### config.mk
export PLATFORM = sky130hd
export DESIGN_NAME = projectile_engine
export DESIGN_NICKNAME = d
export VERILOG_FILES = /design/src/rtl/variable_pkg.sv /design/src/rtl/tick_prescaler.sv /design/src/rtl/projectile_engine.sv
export SDC_FILE = /design/constraint.sdc
export NUM_CORES = 1
export LEC_CHECK = 0
export ABC_AREA = 1
export ABC_CLOCK_PERIOD_IN_PS = 4400
export BUFFER_PORTS_ARGS = -buffer_cell sky130_fd_sc_hd__clkbuf_2
export CORE_MARGIN = 5
export CORE_UTILIZATION = 44
export DETAILED_ROUTE_END_ITERATION = 7
export PLACE_DENSITY_LB_ADDON = 0.25
export SLEW_MARGIN = 10
export SYNTH_ARGS = -nofsm -noshare
export SYNTH_HDL_FRONTEND = slang
export SYNTH_SLANG_ARGS = --single-unit
export TNS_END_PERCENT = 100
### constraint.sdc
create_clock -name clk60MHz -period 4.4 [get_ports clk60MHz]
set_input_delay 0.88 -clock clk60MHz [delete_from_list [all_inputs] [get_ports clk60MHz]]
set_output_delay 0.88 -clock clk60MHz [all_outputs]
set_load 0.02 [all_outputs]
### src/rtl/variable_pkg.sv
// Shared types and default playfield geometry for the projectile engine and
// the drawing/HUD blocks around it.
package variable_pkg;

  localparam logic PLAYER_1 = 1'b0;
  localparam logic PLAYER_2 = 1'b1;

  typedef enum logic [1:0] {
    MISS   = 2'd0,
    WALL   = 2'd1,
    GRAZE  = 2'd2,
    DIRECT = 2'd3
  } hit_result_t;

  typedef enum logic [1:0] {
    IDLE,
    FLIGHT,
    IMPACT,
    GAME_OVER
  } proj_state_t;

  localparam int DEF_HP_INIT    = 100;
  localparam int DEF_SCREEN_W   = 1024;
  localparam int DEF_GROUND_Y   = 455;
  localparam int DEF_WALL_X0    = 497;
  localparam int DEF_WALL_X1    = 527;
  localparam int DEF_WALL_Y     = 384;
  localparam int DEF_P1_X0      = 262;
  localparam int DEF_P2_X0      = 712;
  localparam int DEF_P1_ZONE_LO = 112;
  localparam int DEF_P1_ZONE_HI = 262;
  localparam int DEF_P1_CORE_LO = 162;
  localparam int DEF_P1_CORE_HI = 212;
  localparam int DEF_P2_ZONE_LO = 712;
  localparam int DEF_P2_ZONE_HI = 862;
  localparam int DEF_P2_CORE_LO = 762;
  localparam int DEF_P2_CORE_HI = 812;
  localparam int DEF_DMG_GRAZE  = 10;
  localparam int DEF_DMG_DIRECT = 30;

  // y shown while nothing is in the air (below the visible playfield)
  localparam int RESET_Y = 768;

  function automatic logic in_range(input int v, input int lo, input int hi);
    return (v >= lo) && (v <= hi);
  endfunction

endpackage

### src/rtl/tick_prescaler.sv
// Divides the system clock into horizontal-step ticks; clr restarts the
// period so the first step lands exactly DIV cycles after a launch.
module tick_prescaler #(
  parameter int DIV = 100000
) (
  input  logic clk60MHz,
  input  logic rst,
  input  logic clr,
  input  logic en,
  output logic tick
);

  localparam int CNT_W = (DIV > 1) ? $clog2(DIV) : 1;
  localparam logic [CNT_W-1:0] LAST = CNT_W'(DIV - 1);

  logic [CNT_W-1:0] count;

  always_ff @(posedge clk60MHz or posedge rst) begin
    if (rst) begin
      count <= '0;
    end else if (clr) begin
      count <= '0;
    end else if (en) begin
      if (count == LAST) count <= '0;
      else               count <= count + 1'b1;
    end
  end

  assign tick = (count == LAST);

endmodule

### src/rtl/projectile_engine.sv
// One-projectile-per-turn flight, impact classification and HP bookkeeping,
// sitting between the trajectory logic and the drawing/HUD blocks.
module projectile_engine
  import variable_pkg::*;
#(
  parameter int HP_INIT    = DEF_HP_INIT,
  parameter int HP_W       = 7,
  parameter int POS_W      = 12,
  parameter int TICK_DIV   = 100000,
  parameter int SCREEN_W   = DEF_SCREEN_W,
  parameter int GROUND_Y   = DEF_GROUND_Y,
  parameter int WALL_X0    = DEF_WALL_X0,
  parameter int WALL_X1    = DEF_WALL_X1,
  parameter int WALL_Y     = DEF_WALL_Y,
  parameter int P1_X0      = DEF_P1_X0,
  parameter int P2_X0      = DEF_P2_X0,
  parameter int P1_ZONE_LO = DEF_P1_ZONE_LO,
  parameter int P1_ZONE_HI = DEF_P1_ZONE_HI,
  parameter int P1_CORE_LO = DEF_P1_CORE_LO,
  parameter int P1_CORE_HI = DEF_P1_CORE_HI,
  parameter int P2_ZONE_LO = DEF_P2_ZONE_LO,
  parameter int P2_ZONE_HI = DEF_P2_ZONE_HI,
  parameter int P2_CORE_LO = DEF_P2_CORE_LO,
  parameter int P2_CORE_HI = DEF_P2_CORE_HI,
  parameter int DMG_GRAZE  = DEF_DMG_GRAZE,
  parameter int DMG_DIRECT = DEF_DMG_DIRECT
) (
  input  logic             clk60MHz,
  input  logic             rst,
  input  logic             throw_start,
  input  logic             turn,
  input  logic [POS_W-1:0] ypos_in,
  input  logic [4:0]       speed,
  input  logic [3:0]       wind,
  output logic [HP_W-1:0]  hp_player1,
  output logic [HP_W-1:0]  hp_player2,
  output logic [POS_W-1:0] xpos_particle,
  output logic [POS_W-1:0] ypos_particle,
  output logic             end_throw,
  output hit_result_t      hit_result,
  output logic             game_over,
  output logic             winner
);

  localparam int SW     = POS_W + 1;
  localparam int PARK_X = SCREEN_W + 1;

  proj_state_t state;
  logic        wall_exit;
  logic        forced_miss;
  logic        launch;
  logic        in_flight;
  logic        tick;

  logic signed [SW-1:0] speed_s, wind_s, eff_raw, eff, x_s, x_step;
  logic                 off_screen, hit_ground, hit_wall;
  logic                 target_p2, in_core, in_zone;
  hit_result_t          cls;
  logic [HP_W-1:0]      dmg, hp_target, hp_new;

  assign launch    = (state == IDLE) && throw_start;
  assign in_flight = (state == FLIGHT);

  tick_prescaler #(.DIV(TICK_DIV)) u_tick (
    .clk60MHz (clk60MHz),
    .rst      (rst),
    .clr      (launch),
    .en       (in_flight),
    .tick     (tick)
  );

  // P1 throws rightwards and P2 leftwards; wind is signed so a strong
  // headwind can cancel the throw entirely (eff clamps at zero).
  always_comb begin
    speed_s    = SW'(speed);
    wind_s     = SW'($signed(wind));
    eff_raw    = (turn == PLAYER_1) ? (speed_s + wind_s) : (speed_s - wind_s);
    eff        = eff_raw[SW-1] ? '0 : eff_raw;
    x_s        = $signed({1'b0, xpos_particle});
    x_step     = (turn == PLAYER_1) ? (x_s + eff) : (x_s - eff);
    off_screen = x_step[SW-1] || (x_step > SW'(SCREEN_W - 1));
    hit_ground = int'(ypos_particle) >= GROUND_Y;
    hit_wall   = in_range(int'(xpos_particle), WALL_X0, WALL_X1) &&
                 (int'(ypos_particle) >= WALL_Y);
  end

  // The thrower's opponent is the target; a wall stop or an off-screen exit
  // overrides any zone the parked x might happen to fall in.
  always_comb begin
    target_p2 = (turn == PLAYER_1);
    if (target_p2) begin
      in_core = in_range(int'(xpos_particle), P2_CORE_LO, P2_CORE_HI);
      in_zone = in_range(int'(xpos_particle), P2_ZONE_LO, P2_ZONE_HI);
    end else begin
      in_core = in_range(int'(xpos_particle), P1_CORE_LO, P1_CORE_HI);
      in_zone = in_range(int'(xpos_particle), P1_ZONE_LO, P1_ZONE_HI);
    end
    if (wall_exit)        cls = WALL;
    else if (forced_miss) cls = MISS;
    else if (in_core)     cls = DIRECT;
    else if (in_zone)     cls = GRAZE;
    else                  cls = MISS;
    case (cls)
      DIRECT:  dmg = HP_W'(DMG_DIRECT);
      GRAZE:   dmg = HP_W'(DMG_GRAZE);
      default: dmg = '0;
    endcase
    hp_target = target_p2 ? hp_player2 : hp_player1;
    hp_new    = (hp_target > dmg) ? (hp_target - dmg) : '0;
  end

  always_ff @(posedge clk60MHz or posedge rst) begin
    if (rst) begin
      state         <= IDLE;
      xpos_particle <= POS_W'(PARK_X);
      hp_player1    <= HP_W'(HP_INIT);
      hp_player2    <= HP_W'(HP_INIT);
      end_throw     <= 1'b0;
      hit_result    <= MISS;
      game_over     <= 1'b0;
      winner        <= 1'b0;
      wall_exit     <= 1'b0;
      forced_miss   <= 1'b0;
    end else begin
      end_throw <= 1'b0;
      case (state)
        IDLE: begin
          if (throw_start) begin
            state         <= FLIGHT;
            xpos_particle <= (turn == PLAYER_1) ? POS_W'(P1_X0) : POS_W'(P2_X0);
            wall_exit     <= 1'b0;
            forced_miss   <= 1'b0;
          end else begin
            xpos_particle <= POS_W'(PARK_X);
          end
        end
        FLIGHT: begin
          if (hit_ground) begin
            state <= IMPACT;
          end else if (hit_wall) begin
            state     <= IMPACT;
            wall_exit <= 1'b1;
          end else if (off_screen) begin
            state       <= IMPACT;
            forced_miss <= 1'b1;
          end else if (tick) begin
            xpos_particle <= x_step[POS_W-1:0];
          end
        end
        IMPACT: begin
          end_throw     <= 1'b1;
          hit_result    <= cls;
          xpos_particle <= POS_W'(PARK_X);
          if (target_p2) hp_player2 <= hp_new;
          else           hp_player1 <= hp_new;
          if (hp_new == '0) begin
            state     <= GAME_OVER;
            game_over <= 1'b1;
            winner    <= turn;
          end else begin
            state <= IDLE;
          end
        end
        GAME_OVER: begin
          xpos_particle <= POS_W'(PARK_X);
        end
        default: state <= IDLE;
      endcase
    end
  end

  always_ff @(posedge clk60MHz or posedge rst) begin
    if (rst) ypos_particle <= POS_W'(RESET_Y);
    else     ypos_particle <= ypos_in;
  end

endmodule

Word-level counts from Yosys, hierarchy flattened. Cells that the tools add are included.

Input bits: 25. Register bits: 64. Output and inout port bits: 43. Logic and storage cells: 105.

Mux-type cells: 37. Bitwise logic cells: 1. Add/subtract/negate cells: 6. Reductions and logical operators: 21. Order comparisons: 14. Equality and inequality tests: 14.

Operator list (count): 12-bit 2-to-1 mux (5); 17-bit 2-to-1 mux (3); 12-bit by 9-bit >= comparator with 1-bit output (second input constant) (3); 12-bit by 10-bit <= comparator with 1-bit output (second input constant) (3); 12-bit one-hot mux with 3 select lines (1); 13-bit 2-to-1 mux (2); 12-bit by 10-bit >= comparator with 1-bit output (second input constant) (2); 2-bit 2-to-1 mux (9); 17-bit by 1-bit adder with 17-bit output (second input constant) (1); 17-bit == test (second input constant) (1); 7-bit 2-to-1 mux (2); 12-bit by 12-bit adder with 13-bit output (1); 13-bit by 11-bit greater-than comparator with 1-bit output (second input constant) (1); 12-bit by 12-bit subtractor with 13-bit output (1); 12-bit by 7-bit >= comparator with 1-bit output (second input constant) (1); 12-bit by 8-bit >= comparator with 1-bit output (second input constant) (1); 12-bit by 8-bit <= comparator with 1-bit output (second input constant) (1); 12-bit by 9-bit <= comparator with 1-bit output (second input constant) (1); 11-bit 2-to-1 mux (1); 10-bit 2-to-1 mux (1); 5-bit one-hot mux with 2 select lines (1); 1-bit 2-to-1 mux (9); 2-bit == test (second input constant) (4); 2-bit inequality test (second input constant) (4); 21 further kinds (34).

Logic depth before layout (Yosys ltp).
Depth after elaboration: 14. Depth in mapped cells: 36. Mapped depth without buffers: 35.

Modules after synthesis. A second synthesis with hierarchy kept.

Cells, all modules: 672. Area, all modules: 4820.9 µm².

Modules (own cells, without submodules): projectile_engine (cells an instance 514, seq. area each 1188.6 µm², area an instance 3706.1 µm², instances 1); tick_prescaler (cells an instance 158, seq. area each 425.4 µm², area an instance 1114.8 µm², instances 1).

Least setup slack after synthesis. No wires, ideal clock.

Path type: input to register. Start: in turn. End: reg xpos_particle[1]. Data arrival time: 4.742 ns. Stages: 32. Path buffers: 3. Slack: -0.470 ns. Required time: 4.272 ns. Library setup time: 0.128 ns. Path through: buf_2 buf_1 o21ai_0 fa_1 nand3_1 nand3_1 nand2_1 nand2_2 nand3_1 nand2_2 nor2_1 inv_1 ha_1 a21oi_1 xor2_1 inv_1 ha_1 nand2_1 inv_1 nand2_1 nand2_1 nand2_1 nand3_1 a21oi_1 inv_1 nand3_1 nand2_1 nor2_2 nand2_1 nand2_2 buf_6 o21ai_0.

Cells in the longest elaborated chain, start to end: 9. Elaborated cells on any way between the ends: 16. Classes of those cells: 2 x add/sub; 1 x order compare; 1 x eq/ne; 10 x mux; 2 x reduce/logical.

RTL lines: start: declaration (line projectile_engine.sv:31) `input logic turn,`; parallel branches: the longest is 9 deep, another holds 12-bit by 12-bit adder with 13-bit output; end signal: assignment (line projectile_engine.sv:130) `xpos_particle <= (turn == PLAYER_1) ? POS_W'(P1_X0) : POS_W'(P2_X0);`; end signal: assignment (line projectile_engine.sv:134) `xpos_particle <= POS_W'(PARK_X);`; end signal: assignment (line projectile_engine.sv:147) `xpos_particle <= x_step[POS_W-1:0];`; end: declaration (line projectile_engine.sv:37) `output logic [POS_W-1:0] xpos_particle,`.

Parallel ways; which one is timed is not known. The select of a mux whose other input is x is not followed. A chain may end at the register's enable or synchronous reset.

Worst setup path after layout.
Start: in wind[1]. End: reg xpos_particle[2].

Cells in the longest elaborated chain, start to end: 10. Elaborated cells on any way between the ends: 16. Classes of those cells: 4 x add/sub; 1 x order compare; 1 x eq/ne; 8 x mux; 2 x reduce/logical.

RTL lines: start: declaration (line projectile_engine.sv:34) `input logic [3:0] wind,`; 6-bit by 4-bit adder with 7-bit output / 6-bit by 4-bit subtractor with 7-bit output (equally long branches) (line projectile_engine.sv:77) `eff_raw = (turn == PLAYER_1) ? (speed_s + wind_s) : (speed_s - wind_s);`; 13-bit 2-to-1 mux (*) (line projectile_engine.sv:77); 12-bit 2-to-1 mux (*) (line projectile_engine.sv:78) `eff = eff_raw[SW-1] ? '0 : eff_raw;`; 12-bit by 12-bit adder with 13-bit output / 12-bit by 12-bit subtractor with 13-bit output (equally long branches) (line projectile_engine.sv:80) `x_step = (turn == PLAYER_1) ? (x_s + eff) : (x_s - eff);`; 13-bit 2-to-1 mux (*) (line projectile_engine.sv:80); parallel branches: the longest is 5 deep, another holds 13-bit by 11-bit greater-than comparator with 1-bit output.

Every way passes the cells marked *. The select of a mux whose other input is x is not followed.

==> run_results.csv <==
group,metric,value,unit
route,drt_iter0_drc,248,
worst_setup_path,path_class,"input port to flip-flop",
finish,nNetsFinal,802,
synth,synth_edf_count,0,
placed_design,gp_congestion,0.9501,
min_path,min_path_type,"flip-flop to flip-flop",
finish,drive_above_1_share,32.22,%
global_route,grt_pass1_vias,4672,
finish,final_common_cell,"nand2_1",
cts,cts_buffers,9,
synth,synthArstFlopShare,100.0,%
synth,synthFlopType,"dfrtp_1",
worst_setup_path,path_max_fanout,5,
route,wl,12510,microns
cts,worstSkewPairLatency,0.35,ns
sta,finalCriticalPeriod,4.357,ns
cts,clock_tree.root_cell,"clkbuf_8",
finish,syn_to_final_growth,33.36,%
outcome,status,"completed",
cts,hold_buffers,0,
sta,fin_ws,0.04346,ns
synth,syn-num-nets,672,
synth,syn_avg_cell_area,7.257,sq um
placed_design,place_area,0.005393,sq mm
route,drtAntennaViolNets,0,
route,vias_per_cell,5.231,
synth,synthCells,616,
floorplanning,initial_core_util,45.32,%
finish,n_fill_cell,889,
finish,post-route-util,60.44,%
sta,period_share,99.01,%
finish,layout_common_cells,"134 x nand2_1, 81 x inv_1, 64 x clkbuf_2, 56 x buf_4, 54 x dfrtp_1",
global_route,antenna_found_initial,0,
cts,cts_tree,"built",
worst_setup_path,crit_path_start_kind,"input port",
floorplanning,fp.dieH,110.8,microns
pwr,p_per_area,607.6,mW/mm^2
synth,ys_seq_area_share,36.10,%
floorplanning,die_area,0.01228,sq mm
worst_setup_path,cp_top_family,"simple AND/OR/NAND/NOR gates",
synth,synth.cell_area,0.004471,sq mm
cts,path_clk_slew,0.08,ns
sta,slew-limit-headroom,45.26,%
sta,hold_ws,0.4883,ns
worst_setup_path,critPathRequiredTime,4.67,ns
route,drt_pass1_iterations,5,
worst_setup_path,cpPeakStageDelay,0.37,ns
finish,stdcell_area,0.005962,sq mm
global_route,grt_overflow,0,
sta,setup_viol,0,
global_route,grt_usage,19.85,%
worst_setup_path,worst-path-buf-inv,5,
route,vias,4624,
sta,max_freq,229.5,MHz
route,drc_errors,0,
worst_setup_path,worst_ep_arrival_time,4.63,ns
synth,yosys_warnings,0,
synth,ys_ff_latch,64,
sta,clock_skew,0.01000,ns
pwr,power.leakage,3.016,nW
pwr,peakVddDrop,0.3538,mV
sta,finalHoldViolCount,0,
sta,worst_slew_pin_slew,0.8199,ns
route,wl_per_cell,14.16,microns
worst_setup_path,cpMaxStageDelayCell,"ha_1",
worst_setup_path,crit_top_cell,"nand2_2",
floorplanning,dieWidth,110.8,microns
global_route,grt_pass1_wl,20590,microns
global_route,grt_start_max_net_pins,41,
pwr,power,3.623,mW
floorplanning,rows,36,
sta,fin_tns_setup,0,ns
placed_design,io_buffers,67,
worst_setup_path,r2r_slack,0.68,ns
sta,final-max-slew-violation-count,0,
floorplanning,ios,68,
cts,cts.sinks,64,
finish,instances_no_fill,884,
run,drv_cap,0,
worst_setup_path,critPathCaptureType,"flip-flop",
placed_design,dp_slack,-0.4633,ns
finish,diodes,0,
placed_design,dp_hpwl,9504,microns
cts,htree_levels,3,
floorplanning,fp.coreArea,0.009864,sq mm
placed_design,dp.cells,862,
cts,clk_path_buf_depth,2,
synth,ys_types,48,
sta,rsz0062_at_grt,"yes",
cell usage after synthesis, types with 4 or more instances:
library cell	n	area share [%]
a21oi_1	30	3.4
o211ai_1	4	0.67
ha_1	28	7.8
nor3_1	13	1.5
nand2_1	159	13
nor4_1	4	0.56
nor2_1	49	4.1
xor2_1	11	2.2
inv_1	87	7.3
dfrtp_1	54	30
a31oi_1	5	0.70
dfstp_2	10	5.9
nand2_2	7	0.98
nand3_1	39	4.4
o21ai_0	50	5.6
xnor2_1	4	0.78
nand4_1	5	0.70
registers in the layout (all words and copies together), names as in the netlist, 2 cells and up:
register       count
hit_result         2
hp_player1         7
hp_player2         7
state              2
u_tick.count      17
xpos_particle     12
ypos_particle     12
worst register-to-register path: stages (launching register included):
cell,delay [ns]
dfrtp_1,0.52
inv_1,0.17
nor4_1,0.32
o311ai_0,0.17
nand2_1,0.10
o21ai_0,0.11
nand3_1,0.20
inv_1,0.10
nand2_1,0.13
inv_1,0.08
fa_1,0.46
o21ai_0,0.23
nand2_1,0.10
nand3_1,0.07
o21ai_1,0.07
nand2_2,0.12
nand2_1,0.12
nand4_1,0.17
nor2_2,0.07
o21a_1,0.17
nand3_1,0.09
nand2_1,0.06
power breakdown:
part | leakage, nW | internal [mW] | switching [mW] | total, mW
logic | 2.13 | 0.920 | 1.33 | 2.25
clock network | 0.0862 | 0.209 | 0.261 | 0.470
registers | 0.804 | 0.747 | 0.152 | 0.899
routing by layer:
layer  GRT usage [%]  vias up  part of all wire (%)
li1                -     2295                     -
met1           24.99     2171                    44
met2           34.99      140                    50
met3           3.876       18                   4.8
met4           4.762        0                   1.2
met5               0        -                     0
cell families after synthesis:
family                   count (synthesis)  share of synthesized area (%)
multiplexers                             2                         0.4478
AND/OR/NAND/NOR                        286                          27.18
buffers and inverters                   99                          8.676
AO/OA/AOI/OAI                          119                          15.48
XOR/XNOR                                15                          2.939
flip-flops                              64                          36.10
adder cells (fa/ha/maj)                 31                          9.180
cell type report:
class	count	area [sq um]	share of cell area [%]
clock buffer	9	123.9	2.078
clock inverter	7	55.05	0.9234
inverter	90	342.8	5.750
multi-input combinational	453	2793	46.84
sequential	64	1614	27.07
tap	133	166.4	2.791
timing repair buffer	128	867.1	14.54
final timing paths:
kind,start,to,cells past startpoint
max in group asynchronous,rst,xpos_particle[0],3
min in group asynchronous,rst,hp_player2[3],2
min reg2reg,forced_miss,forced_miss,2
max,wind[1],xpos_particle[2],34
max reg2reg,xpos_particle[4],state[1],21
min,forced_miss,forced_miss,2
timing repair:
item                       in CTS  in global routing
cloned                          0                  3
pin swaps                       1                 29
buffers inserted                0                  3
setup endpoints to repair      14                 15
gates resized for setup         7                 94
Power figures use the tool's default switching activity.
